**src/rtl/addsub_serial.sv**
```systemverilog
// Multi-cycle add/subtract engine: CHUNK bits per clock, LSB chunk first,
// with Z/V/N flags in unsigned or two's-complement interpretation.
module addsub_serial #(
    parameter int WIDTH = 32,
    parameter int CHUNK = 8
) (
    input  logic             clk,
    input  logic             reset,
    input  logic             start,
    input  logic [WIDTH-1:0] A,
    input  logic [WIDTH-1:0] B,
    input  logic             Sign,
    input  logic             Sub,
    output logic             busy,
    output logic             done,
    output logic [WIDTH-1:0] S,
    output logic             Z,
    output logic             V,
    output logic             N
);

    localparam int NCHUNK = WIDTH / CHUNK;
    localparam int CW     = (NCHUNK > 1) ? $clog2(NCHUNK) : 1;

    typedef enum logic [1:0] {IDLE, RUN, DONE} state_t;

    state_t           state, stateNext;
    logic [CW-1:0]    cnt;
    logic [WIDTH-1:0] opA, opB, acc, resFull;
    logic             signReg, subReg, carry;
    logic [CHUNK-1:0] aChunk, bChunk;
    logic [CHUNK:0]   chunkSum;
    logic             accept, lastChunk, cOut, ov;

    // DONE counts as idle for acceptance so back-to-back operations chain.
    always_comb begin
        accept    = start && (state != RUN);
        lastChunk = (cnt == CW'(NCHUNK - 1));
    end

    always_ff @(posedge clk) begin
        if (reset) state <= IDLE;
        else       state <= stateNext;
    end

    always_comb begin
        stateNext = state;
        busy      = 1'b0;
        done      = 1'b0;
        case (state)
            IDLE: if (start) stateNext = RUN;
            RUN: begin
                busy = 1'b1;
                if (lastChunk) stateNext = DONE;
            end
            DONE: begin
                done      = 1'b1;
                stateNext = start ? RUN : IDLE;
            end
            default: stateNext = IDLE;
        endcase
    end

    // The full result is the accumulated lower chunks with the current chunk
    // spliced in, so the final edge can register S and flags in one go.
    always_comb begin
        aChunk = '0;
        bChunk = '0;
        for (int i = 0; i < NCHUNK; i++) begin
            if (cnt == CW'(i)) begin
                aChunk = opA[i*CHUNK +: CHUNK];
                bChunk = opB[i*CHUNK +: CHUNK];
            end
        end
        chunkSum = {1'b0, aChunk} + {1'b0, bChunk} + {{CHUNK{1'b0}}, carry};
        cOut     = chunkSum[CHUNK];
        resFull  = acc;
        for (int i = 0; i < NCHUNK; i++) begin
            if (cnt == CW'(i)) resFull[i*CHUNK +: CHUNK] = chunkSum[CHUNK-1:0];
        end
        ov = (opA[WIDTH-1] == opB[WIDTH-1]) && (resFull[WIDTH-1] != opA[WIDTH-1]);
    end

    always_ff @(posedge clk) begin
        if (reset) begin
            cnt     <= '0;
            opA     <= '0;
            opB     <= '0;
            acc     <= '0;
            signReg <= 1'b0;
            subReg  <= 1'b0;
            carry   <= 1'b0;
            S       <= '0;
            Z       <= 1'b0;
            V       <= 1'b0;
            N       <= 1'b0;
        end else if (accept) begin
            opA     <= A;
            opB     <= Sub ? ~B : B;
            signReg <= Sign;
            subReg  <= Sub;
            carry   <= Sub;
            cnt     <= '0;
        end else if (state == RUN) begin
            acc   <= resFull;
            carry <= cOut;
            if (lastChunk) begin
                S <= resFull;
                Z <= (resFull == '0);
                if (signReg) begin
                    V <= ov;
                    N <= resFull[WIDTH-1] ^ ov;
                end else if (subReg) begin
                    V <= ~cOut;
                    N <= ~cOut;
                end else begin
                    V <= cOut;
                    N <= 1'b0;
                end
            end else begin
                cnt <= cnt + CW'(1);
            end
        end
    end

endmodule

```
**config.mk**
```make
export PLATFORM = sky130hd
export DESIGN_NAME = addsub_serial
export DESIGN_NICKNAME = d
export VERILOG_FILES = /design/src/rtl/addsub_serial.sv
export SDC_FILE = /design/constraint.sdc
export NUM_CORES = 1
export LEC_CHECK = 0
export BUFFER_PORTS_ARGS = -buffer_cell sky130_fd_sc_hd__buf_2
export CAP_MARGIN = 20
export CORE_AREA = 2 2 115 117
export CTS_BUF_LIST = sky130_fd_sc_hd__clkbuf_4 sky130_fd_sc_hd__clkbuf_8 sky130_fd_sc_hd__clkbuf_16
export DETAILED_ROUTE_END_ITERATION = 12
export DIE_AREA = 0 0 117 119
export PLACE_DENSITY_LB_ADDON = 0.08
export SYNTH_ARGS = -nofsm -noshare
export SYNTH_HDL_FRONTEND = slang
export SYNTH_SLANG_ARGS = --single-unit
```
**constraint.sdc**
```tcl
create_clock -name clk -period 3.75 [get_ports clk]
set_clock_uncertainty 0.05 [all_clocks]
set_input_delay 0.75 -clock clk [delete_from_list [all_inputs] [get_ports clk]]
set_output_delay 0.75 -clock clk [all_outputs]
set_load 0.05 [all_outputs]
```
# [Word level (Yosys, flattened, before mapping)]
# Cells that the tools add are included.
[classes] shifts=0 n_mul=0 mux=25 n_addsub=3 div_mod_pow=0 magnitude_cmp=0 eq_ne=10 bitwise_logic=5 n_reduce_logical=11
[ops] op="8-bit 2-to-1 mux" count=12
[ops] op="32-bit zero test" count=1
[ops] op="32-bit 2-to-1 mux" count=1
[ops] op="32-bit inverter" count=1
[ops] op="8-bit by 8-bit adder with 9-bit output" count=1
[ops] op="9-bit by 1-bit adder with 9-bit output" count=1
[ops] op="1-bit 2-to-1 mux" count=9
[ops] op="2-bit equality test (second input constant)" count=3
[ops] op="2-bit one-hot mux with 3 select lines" count=1
[ops] op="2-bit AND reduction" count=3
[ops] op="2-bit by 1-bit equality test with 1-bit output (second input constant)" count=2
[ops] op="2-bit zero test" count=2
[ops] op="2-bit 2-to-1 mux" count=2
[ops] op="2-bit inequality test (second input constant)" count=2
[ops] op="1-bit inverter" count=3
[ops] op="3-bit AND reduction" count=1
[ops] op="2-bit by 1-bit adder with 2-bit output (second input constant)" count=1
[ops] op="1-bit logical AND" count=2
[ops] op="2-bit by 1-bit inequality test with 1-bit output (second input constant)" count=1
[ops] op="2-bit nonzero test" count=1
[ops] op="2-bit OR reduction" count=1
[ops] op="1-bit equality test" count=1
[ops] op="1-bit inequality test" count=1
[ops] op="1-bit XOR" count=1
[word_totals] ram_bits=0 register_bits=138 inputBits=69 latchBits=0 romBits=0 mem_count=0

# [Depth between registers and ports, before layout]
[logic_depth] word_depth=12 ltp_mapped=23 ltp_nobuf=21

# [Worst setup path after synthesis]
# No wires, ideal clock.
[synth_path] path_type="register -> register" from="register cnt[0]" to="register Z" setup_ns=0.087 required_time_ns=3.613 path_stages_with_launch=18 n_path_buf=3 arrival_ns=3.530 slack_ns=0.083 cell_sequence="dfxtp_1 ha_1 clkbuf_1 clkbuf_1 a21oi_1 nor2_1 a21oi_1 o21ai_0 fa_1 inv_1 fa_1 clkbuf_1 o21ai_0 o41ai_1 nand3_1 nor4_1 o2111ai_1 o31ai_1"
[synth_via] elab_chain_cells=9
[synth_lines] element="start: declaration" line="28" source="logic [CW-1:0] cnt;"
[synth_lines] element="start signal: assignment" line="121" source="cnt <= cnt + CW'(1);"
[synth_lines] element="2-bit zero test" line="70, 79"
[synth_lines] element="8-bit 2-to-1 mux (4 in series)" line="70" source="if (cnt == CW'(i)) begin"
[synth_lines] element="8-bit by 8-bit adder with 9-bit output" line="75" source="chunkSum = {1'b0, aChunk} + {1'b0, bChunk} + {{CHUNK{1'b0}}, carry};"
[synth_lines] element="9-bit by 1-bit adder with 9-bit output" line="75"
[synth_lines] element="8-bit 2-to-1 mux" line="79" source="if (cnt == CW'(i)) resFull[i*CHUNK +: CHUNK] = chunkSum[CHUNK-1:0];"
[synth_lines] element="32-bit zero test" line="109" source="Z <= (resFull == '0);"
[synth_lines] element="end signal: assignment" line="109"
[synth_lines] element="end: declaration" line="17" source="output logic Z,"
# Several ways; a longest one is shown, not always the timed one.
# A chain may end at the register's enable or synchronous reset.

# [Worst setup path in the final report]
# Same ends and word-level chain as after synthesis.

==> flow_summary.ini <==
[sta]
fmax_ghz = 0.286
fin_crit_sh_pct = 93.1
slew_headroom_pct = 39.1
hold_slack_ns = 0.400
hold_violations = 0
drv_slew = 0
tns_ns = 0
period_needed_ns = 3.49
worstMarginPinSlew_ns = 0.913
setup_viol = 0

[yosys]
netlist.area_leader.share_pct = 42.2
yosysTopAreaCell = dfxtp_1
dominantRegCellSynth = dfxtp_1
synth-edff-count = 0
yosysMostFrequentCell = nand2_1
ys_top_cells_by_area = dfxtp_1 (42%), nand2_1 (9.6%), a21oi_1 (9.3%)
syn_area_per_cell_sq_um = 7.66
synth_common_cells = nand2_1 (159), dfxtp_1 (131), a21oi_1 (115)
synth_cells = 811
synth_seq_cells = 131
syn_nets = 894
ys_warn_count = 0
synthArstFlopShare_pct = 0
syn-cell-area_sq_um = 6210
ys_seq_area_share_pct = 42.2
synth_cell_types = 45

[detailed_routing]
dr.first_iter.drc_count = 329
final_antenna_net_count = 0
wl_per_cell_um = 14.4
viasPerCell = 5.24
drc = 0
wl_um = 15600
dr_total_vias = 5667
first_pass_iters = 4

[final_layout]
antenna_cells = 0
multi_input_comb_area_sq_um = 3350
regArea_sq_um = 2630
nFillCells = 1224
final_layout_size_suffix_gt1_share_pct = 20.0
nets = 976
synthToLayoutAreaGrowth_pct = 21.0
fin_cells = 1081

[global_route]
grtUsageTotal_pct = 23.4
grt_overflow_total = 0
grt_pass1_vias = 5433
antenna_found_initial = 0
grt_pass1_wl_um = 25600
grt_start_max_net_pins = 69

[die]
num_io_pins = 106
rows = 42
die_h_um = 119
start_util_pct = 48.2
fp.dieArea_sq_um = 13900
core_region_area_sq_um = 12900
die_w_um = 117

[cts]
cts_root_buf = clkbuf_16
cts.htree.levels = 4
clkTransAtPathRegs_ns = 0.06
cts_buffer_depth = 2
cts.sinks = 131
worstSkewPairLatency_ns = 0.42
cts_hold_buffers = 0
numCtsBuffers = 17
cts_tree = built

[critical_path]
cp_data_required_time_ns = 3.99
reg2reg_to = Z
rr_startpoint = cnt[0]
start_kind = register
worstPathMaxFanout = 14
r2r_cells = 18
crit_path_end_kind = register
r2r_slack_ns = 0.26
arrival_ns = 3.73
crit_type = register to register

[hold_path]
hold_class = register to register
whs_path_depth = 2
hold_start = S[27]
hold_end = S[27]

[job]
drv_cap = 0

[place]
numPlacedInstances = 1047
hpwl_um = 11000
gp_congestion = 0.891
port_buffers = 105

[status]
status = finished, final reports clean

[power]
vdd_drop_max_mv = 0.297
power_leakage_nw = 3.05
cellPowerDensity_nw_per_um2 = 480
p_total_mw = 3.61
## report_power, final
group	leakage (nW)	total [mW]	switching (mW)	internal (mW)
clock network	0.272	1.52	0.589	0.929
logic	1.71	0.586	0.354	0.232
registers	1.07	1.50	0.0419	1.46
## cell type report
class / instances / area share [%]
clock inverter: 11 / 1.18
tap: 176 / 2.93
timing repair buffer: 130 / 9.96
clock buffer: 20 / 6.04
inverter: 8 / 0.400
sequential: 131 / 34.9
multi-input combinational: 605 / 44.6
## per-stage QoR
stage / area [sq um] / utilization, % / worst slack, ns
global route: 7520 / 58.4 / -0.0130
finish: 7520 / 58.4 / 0.259
CTS: 7420 / 57.6 / 0.0719
detailed placement: 6880 / 53.4 / 0.108
floorplan: 6210 / - / 0.0832
global placement: 6880 / 53.4 / 0.238
## registers in the layout, indices dropped and copies added, names as in the netlist
| name | count |
|---|---|
| N | 1 |
| carry | 1 |
| opA | 32 |
| S | 32 |
| Z | 1 |
| state | 2 |
| cnt | 2 |
| V | 1 |
| subReg | 1 |
| acc | 25 |
| signReg | 1 |
| opB | 32 |
## cells in the final DEF (no fill, tap or decap), types with 5 or more instances in the layout
cell type,n
nand2b_1,5
a21oi_1,112
buf_4,24
buf_2,104
dfxtp_1,129
ha_1,11
mux2i_1,16
nand2_1,159
inv_1,7
xnor2_1,35
o21ai_0,23
nor2_1,112
o21ai_1,5
a21o_1,7
a211oi_1,55
clkbuf_16,17
o21a_1,5
clkinv_2,7
nand3_1,5
## metal layers
metal	GRT usage (%)	share of wire, %	up-vias	routed length, um
met3	4.99	4.0	47	618
met2	37.9	47	148	7380
met1	28.4	44	2558	6870
met5	0	0	-	0
met4	13.5	4.4	0	692
li1	-	-	2914	-
## how the worst max path moves through the flow
stage | start | to | slack, ns
after detailed placement | cnt[0] | V | 0.11
after floorplan | cnt[0] | Z | 0.08
final | cnt[0] | Z | 0.26
after global routing | cnt[0] | Z | -0.01
after global placement | cnt[0] | V | 0.24
after CTS | cnt[0] | V | 0.07
## cell families (layout without fill, tap and decap cells)
logic type | Yosys count | in the layout | synth area share [%]
compound gates | 229 | 229 | 22.0
fa+ha+maj | 14 | 14 | 3.06
buf+inv | 75 | 169 | 4.69
mux | 17 | 17 | 2.76
simple gates | 308 | 308 | 20.0
flops | 131 | 131 | 42.2
xor+xnor | 37 | 37 | 5.22
## worst max-delay path, stage by stage (launching register included)
cell and delay (ns):
dfxtp_2 0.37, inv_1 0.07, ha_1 0.25, buf_4 0.20, nand2_1 0.08, nor2_1 0.04
a21oi_1 0.12, nor2_1 0.05, a21oi_1 0.13, nor2_1 0.08, a21o_1 0.16, ha_1 0.28
a21o_1 0.15, nand4_1 0.17, and3_4 0.21, or3_1 0.37, a31o_1 0.27, a32oi_1 0.21
o31ai_1 0.12
## what timing repair did
| action | in CTS | in global routing |
|---|---|---|
| setup endpoints to repair | 0 | 10 |
| buffers inserted | 0 | 2 |
| resized for setup | 0 | 16 |
No activity file was read; power rests on OpenSTA's default activity.
